[src/rtl/countdown_pkg.sv]
// countdown_timer shared types and constants.
// Optional feature macro: COUNTDOWN_AUTO_RELOAD_EN.
package countdown_pkg;

  typedef enum logic [1:0] {
    IDLE,
    RUN,
    DONE
  } state_t;

  // Prescaler counter width, never below 1 bit.
  function automatic int psw(input int p);
    return (p > 1) ? $clog2(p) : 1;
  endfunction

  localparam int PRESCALE_DEF = 1;
  localparam int PSW_DEF      = psw(PRESCALE_DEF);

endpackage

[src/rtl/countdown_timer_tick_div.sv]
// Prescaler: one tick every PRESCALE enabled cycles.
// With PRESCALE=1 the counter stays at 0 and tick follows en.
module tick_div
  import countdown_pkg::*;
#(
  parameter int PRESCALE = 1
) (
  input  logic clk,
  input  logic rst,
  input  logic clr,
  input  logic en,
  output logic tick
);

  localparam int PW = psw(PRESCALE);
  localparam logic [PW-1:0] TOP = PW'(PRESCALE - 1);

  logic [PW-1:0] cnt;

  assign tick = en && (cnt == TOP);

  // Advance on enable, wrap on tick, clear on request.
  always_ff @(posedge clk or negedge rst) begin
    if (!rst) begin
      cnt <= '0;
    end else if (clr || tick) begin
      cnt <= '0;
    end else if (en) begin
      cnt <= cnt + PW'(1);
    end
  end

endmodule

[src/rtl/countdown_timer.sv]
// Loadable down-counting timer with one-cycle done pulse.
// Optional feature macro: COUNTDOWN_AUTO_RELOAD_EN (periodic mode).
module countdown_timer
  import countdown_pkg::*;
#(
  parameter int WIDTH    = 8,
  parameter int PRESCALE = 1
) (
  input  logic             clk,
  input  logic             rst,
  input  logic             start,
  output logic             ready,
  input  logic [WIDTH-1:0] v,
  input  logic             en,
  input  logic             abort,
  output logic [WIDTH-1:0] count,
  output logic             busy,
  output logic             done
);

  state_t           state, state_n;
  logic [WIDTH-1:0] count_n;
  logic             done_n;
  logic             tick;
  logic             accept;

  assign accept = start && (state == IDLE) && !abort;

  tick_div #(
    .PRESCALE(PRESCALE)
  ) u_div (
    .clk (clk),
    .rst (rst),
    .clr ((state != RUN) || abort),
    .en  (en && (state == RUN)),
    .tick(tick)
  );

`ifdef COUNTDOWN_AUTO_RELOAD_EN
  logic [WIDTH-1:0] reload;

  // Capture the period on every accepted load.
  always_ff @(posedge clk or negedge rst) begin
    if (!rst) begin
      reload <= '0;
    end else if (accept) begin
      reload <= v;
    end
  end
`endif

  // Next state, next count and expiry pulse.
  always_comb begin
    state_n = state;
    count_n = count;
    done_n  = 1'b0;
    unique case (state)
      IDLE: begin
        if (accept) begin
          count_n = v;
          if (v == '0) begin
            state_n = DONE;
            done_n  = 1'b1;
          end else begin
            state_n = RUN;
          end
        end
      end
      RUN: begin
        if (abort) begin
          state_n = IDLE;
          count_n = '0;
        end else if (tick) begin
          if (count == WIDTH'(1)) begin
            done_n = 1'b1;
`ifdef COUNTDOWN_AUTO_RELOAD_EN
            count_n = reload;
`else
            count_n = '0;
            state_n = DONE;
`endif
          end else if (count != '0) begin
            count_n = count - WIDTH'(1);
          end
        end
      end
      DONE: begin
        state_n = IDLE;
        if (abort) begin
          count_n = '0;
        end
      end
      default: begin
        state_n = IDLE;
        count_n = '0;
      end
    endcase
  end

  // State and registered outputs.
  always_ff @(posedge clk or negedge rst) begin
    if (!rst) begin
      state <= IDLE;
      count <= '0;
      done  <= 1'b0;
      busy  <= 1'b0;
      ready <= 1'b1;
    end else begin
      state <= state_n;
      count <= count_n;
      done  <= done_n;
      busy  <= (state_n == RUN);
      ready <= (state_n == IDLE);
    end
  end

endmodule
[config.mk]
export PLATFORM = sky130hd
export DESIGN_NAME = countdown_timer
export DESIGN_NICKNAME = d
export VERILOG_FILES = /design/src/rtl/countdown_pkg.sv /design/src/rtl/countdown_timer_tick_div.sv /design/src/rtl/countdown_timer.sv
export SDC_FILE = /design/constraint.sdc
export NUM_CORES = 1
export LEC_CHECK = 0
export ABC_AREA = 0
export CORE_MARGIN = 2
export CORE_UTILIZATION = 51
export DETAILED_ROUTE_END_ITERATION = 10
export GPL_TIMING_DRIVEN = 1
export HOLD_SLACK_MARGIN = 0.06
export MAX_ROUTING_LAYER = met4
export PLACE_DENSITY = 0.81
export SYNTH_ARGS = -nofsm -noshare
export SYNTH_HDL_FRONTEND = slang
export SYNTH_SLANG_ARGS = --single-unit
[constraint.sdc]
create_clock -name clk -period 2.7 [get_ports clk]
set_input_delay 0.27 -clock clk [delete_from_list [all_inputs] [get_ports clk]]
set_output_delay 0.27 -clock clk [all_outputs]
set_load 0.02 [all_outputs]
# Word level (Yosys, flattened, before mapping)
# Index checks and enable logic that the tools add are counted.
# word_totals
in_bits,13
mem_bits_ro,0
mem_count,0
latch_bits,0
elab_cells,52
mem_bits_rw,0
reg_bits,14
# op_classes
magnitude_cmp,0
mul,0
n_mux,21
shift,0
reduce_logical,13
div,0
add_sub_neg,2
bitwise,1
eq_ne,9
# ops
cell,n
2-to-1 mux 8 bit,6
one-hot mux 8 bit (3 select lines),1
2-to-1 mux 2 bit,5
"equality test 8 x 1 -> 1 bit, second input constant",1
zero test 8 bit,1
nonzero test 8 bit,1
"subtractor 8 x 1 -> 8 bit, second input constant",1
2-to-1 mux 1 bit,7
"equality test 2 x 1 -> 1 bit, second input constant",2
logical AND 1 bit,4
zero test 2 bit,2
"inequality test 2 bit, second input constant",2
"inequality test 4 x 2 -> 1 bit, second input constant",1
one-hot mux 2 bit (2 select lines),1
AND reduction 4 bit,1
"inequality test 3 x 2 -> 1 bit, second input constant",1
"equality test 2 bit, second input constant",1
logical OR 1 bit,2
"inequality test 2 x 1 -> 1 bit, second input constant",1
one-hot mux 1 bit (2 select lines),1
nonzero test 2 bit,1
"adder 1 bit, second input constant",1
zero test 1 bit,1
inverter 1 bit,1

# Logic depth before layout (Yosys ltp)
# logic_depth
depth_word,7
ltp_mapped,7
depth_no_buf,6

# Hierarchy
# Synthesis repeated with hierarchy kept, for this count alone.
# hier_totals
cells_unflattened,93
hier_area_um2,904.6
# by_module_without_submodules
module,area_each_um2,seq_area_each_um2,cells_per_inst,instances
countdown_timer,858.3,326.6,90,1
tick_div,46.3,25.0,3,1

# Worst setup path before layout
# No wires, ideal clock.
# synth_timing
path_type,register -> register
start,register count[1]
end,register count[3]
period_less_slack_ps,1892
arrival_ps,1764
path_buffers,1
stages_incl_launch_ff,8
setup_time_ps,128
slack_ps,808
cell_sequence,dfrtp_1 > inv_1 > ha_1 > or4b_4 > buf_6 > o21ai_4 > o211ai_1 > o2bb2ai_1
# synth_between
elab_chain_cells,6
elab_cells_between_ends,10
# synth_rtl
element,line_no,rtl
"start, declared",countdown_timer.sv:16,"output logic [WIDTH-1:0] count,"
"start signal, assigned",countdown_timer.sv:110,count <= count_n;
subtractor 8 x 1 -> 8 bit,countdown_timer.sv:83,count_n = count - WIDTH'(1);
2-to-1 mux 8 bit,countdown_timer.sv:82,end else if (count != '0) begin
2-to-1 mux 8 bit,countdown_timer.sv:74,if (count == WIDTH'(1)) begin
2-to-1 mux 8 bit,countdown_timer.sv:73,end else if (tick) begin
2-to-1 mux 8 bit,countdown_timer.sv:70,if (abort) begin
one-hot mux 8 bit (3 select lines),countdown_timer.sv:57,unique case (state)
# Parallel ways exist; a longest one is shown, timed or not. The select of a mux whose other input is x is not followed.
# A chain may end at the register's enable or synchronous reset.

# Worst setup path after layout
# layout_timing
start,register count[1]
end,register count[0]
# layout_between
elab_chain_cells,5
elab_cells_between_ends,8
# layout_rtl
element,line_no
equality test 8 x 1 -> 1 bit,countdown_timer.sv:74
2-to-1 mux 8 bit,countdown_timer.sv:74
2-to-1 mux 8 bit,countdown_timer.sv:73
2-to-1 mux 8 bit,countdown_timer.sv:70
one-hot mux 8 bit (3 select lines),countdown_timer.sv:57
# Parallel ways exist; a longest one is shown, timed or not. The select of a mux whose other input is x is not followed.

==> impl_metrics.env <==
export IMPL_rows=15
export IMPL_clock_skew_ns=0.00760
export IMPL_rr_startpoint="count[1]"
export IMPL_grt_pass1_vias=787
export IMPL_cts_sinks=14
export IMPL_routedWlPerCell_microns=16.7
export IMPL_p_sw_share_pct=45.2
export IMPL_use_met2_pct=37.8
export IMPL_pwr_density_cell_nw_per_um2=1000
export IMPL_max_slew_margin_pct=55.0
export IMPL_met1_usage_pct=36.2
export IMPL_viasPerCell=6.30
export IMPL_rsz0062_at_grt="no"
export IMPL_initial_core_util_pct=53.7
export IMPL_worst_pin_slew_ns=0.673
export IMPL_die_w_microns=46.4
export IMPL_slew_violations=0
export IMPL_synth_warnings=0
export IMPL_dp_final_hpwl_mm=1.70
export IMPL_r2r_slack_ns=0.68
export IMPL_status="finished clean"
export IMPL_ys_seq_area_share_pct=38.3
export IMPL_fin_nets=136
export IMPL_period_share_pct=74.9
export IMPL_p_sw_mw=0.548
export IMPL_diodes=0
export IMPL_cts_tree="built"
export IMPL_min_period_ns=2.02
export IMPL_drt_iter0_drc=41
export IMPL_worstPathRequired_ns=2.88
export IMPL_ff2ff_path_depth=6
export IMPL_p_leak_nw=0.479
export IMPL_antenna_left=0
export IMPL_cts_resized=0
export IMPL_pwr_share_clk_pct=13.1
export IMPL_cts_setup_buffers=0
export IMPL_grt_first_pass_wirelength_mm=3.78
export IMPL_hold_viol=0
export IMPL_synth_fp_nets=108
export IMPL_cts_max_level=1
export IMPL_worstSetupStartpointType="register"
export IMPL_grt_antenna_before_repair=0
export IMPL_synth_cell_types=39
export IMPL_hp_class="input port to asynchronous set/reset pin"
export IMPL_fin_tns_setup_ns=0
export IMPL_grt_overflow=0
export IMPL_netlist_area_sq_um=917
export IMPL_syn_area_per_cell_sq_um=9.97
export IMPL_route_detailed_drc=0
export IMPL_cp_endpoint="count[0]"
export IMPL_synthCells=92
export IMPL_cts_buffer_depth=2
export IMPL_seqPwrFrac_pct=32.5
export IMPL_portBuffers=23
export IMPL_design_core_area_sq_um=1710
export IMPL_critPathMaxFanout=8
export IMPL_path_class="register to register"
export IMPL_top_usage_layer="met2"
export IMPL_max_freq_mhz=494
export IMPL_setup_viol=0
export IMPL_grt_max_degree=15
export IMPL_area_growth_pct=32.1
export IMPL_synth_ff_latch_count=14
export IMPL_dominantRegCellSynth="dfrtp_1"
export IMPL_cp_end_kind="register"
export IMPL_num_io_pins=24
export IMPL_synth_edf_count=0
export IMPL_track_usage_pct=26.4
export IMPL_fin_cells=144
export IMPL_die_area_sq_um=2150
export IMPL_routed_wl_mm=2.41
export IMPL_r2r_end="count[0]"
export IMPL_cts_root_buf="clkbuf_4"
export IMPL_postCtsHoldBufs=0
export IMPL_clock_latency_ns=0.30
export IMPL_internal_power_mw=0.665
export IMPL_maxCapViolations=0
export IMPL_pwr_share_comb_pct=54.3
export IMPL_routed_via_count=907
export IMPL_async_flop_share_pct=100
export IMPL_chipHeight_microns=46.4
export IMPL_dpl_cell_count=140
export IMPL_drt_pass1_iter_count=5
export IMPL_cts_made_buffers=3
export IMPL_vdd_drop_max_v=0.000626
export IMPL_grt_met3_usage_pct=4.71
export IMPL_startpoint="count[1]"
export IMPL_drive_gt1_share_pct=10.1
export IMPL_critPathArrivalTime_ns=2.20
export IMPL_clk_pin_slew_ns=0.09
export IMPL_gp_congestion=0.890
## layout make-up
cell class              instances  area [sq um]
well taps                      25          31.3
repair buffers                 25           245
flip-flops and latches         14           352
clock buffers                   4          36.3
inverters                       6          22.5
multi-input cells              70           524
fillers                       136           497
## stage by stage
step | area, sq um | util (%) | hold slack [ns] | setup slack (ns) | power [mW]
5_1_grt | 1210 | 70.9 | 0.419 | 0.552 | 1.29
2_1_floorplan | 917 | - | -0.0256 | 0.808 | 0.778
3_3_place_gp | 1170 | 68.8 | 0.510 | 0.778 | 1.04
4_1_cts | 1210 | 70.9 | 0.391 | 0.702 | 1.20
6_report | 1210 | 70.9 | 0.374 | 0.677 | 1.21
3_5_place_dp | 1170 | 68.8 | 0.506 | 0.683 | 1.05
## flip-flops by register name, summed over array words and instances, names as in the netlist
name	cells
busy	1
count	8
ready	1
u_div.cnt	1
state	2
done	1
## how the worst min path moves through the flow
stage / start / endpoint / cells after the start
finish: rst / count[4] / 1
global route: rst / count[4] / 1
CTS: rst / count[4] / 1
detailed placement: u_div.cnt / u_div.cnt / 1
global placement: u_div.cnt / u_div.cnt / 1
floorplan: rst / busy / 0
## layer usage
layer  vias up  routed length (microns)
met5         -                        0
met4         0                       27
met3         3                      186
met2        49                     1140
met1       437                     1050
li1        418                        -
## Yosys cell counts (2+ instances only)
master	count	share of area [%]
o31a_1	3	2.9
nor3_1	3	1.6
nor4_1	4	2.7
nand2b_1	2	1.4
o2bb2ai_1	6	5.7
nor2_1	4	1.6
dfrtp_1	13	35
nand2_1	7	2.9
o211ai_1	5	4.1
ha_1	3	4.1
nor3b_1	2	1.6
nand4_1	4	2.7
o32ai_1	2	1.9
nand3_1	4	2.2
inv_1	6	2.5
## kinds of logic (layout without fill, tap and decap cells)
kind of cell | Yosys count | after routing | share of synthesized area, %
compound gates | 26 | 26 | 25.1
simple gates | 40 | 40 | 26.7
fa+ha+maj | 3 | 3 | 4.09
flops | 14 | 14 | 38.3
buf+inv | 8 | 35 | 4.50
mux | 1 | 1 | 1.23
## layout by cell type (no fill, tap or decap), drive strengths merged, types with 2 or more instances in the layout
| cell type | synthesis | routed |
|---|---|---|
| buf | 2 | 2 |
| inv | 6 | 6 |
| nor2 | 4 | 4 |
| nor3 | 3 | 3 |
| clkbuf | 0 | 4 |
| o211ai | 5 | 5 |
| nand2b | 2 | 2 |
| nor4 | 4 | 4 |
| o2bb2ai | 6 | 6 |
| o31a | 3 | 3 |
| o21ai | 2 | 2 |
| nor3b | 3 | 3 |
| nand2 | 8 | 8 |
| o32ai | 2 | 2 |
| nand4 | 4 | 4 |
| clkdlybuf4s50 | 0 | 23 |
| a21oi | 2 | 2 |
| nand3 | 4 | 4 |
| ha | 3 | 3 |
| dfrtp | 13 | 13 |
## worst max-delay path, cell delays in order, from the launching register on
cell	delay, ns
dfrtp_1	0.45
inv_1	0.13
ha_1	0.20
or4b_4	0.54
o21ai_4	0.26
a2bb2oi_1	0.22
o2bb2ai_1	0.09
## power by group through the flow
stage | Sequential [mW] | Combinational [mW] | Clock (mW)
after floorplan | 0.456 | 0.322 | 0
after global placement | 0.392 | 0.644 | 0
after detailed placement | 0.395 | 0.651 | 0
after CTS | 0.391 | 0.656 | 0.158
after global routing | 0.406 | 0.713 | 0.167
final | 0.395 | 0.660 | 0.160
(Power assumes the default switching activity.)
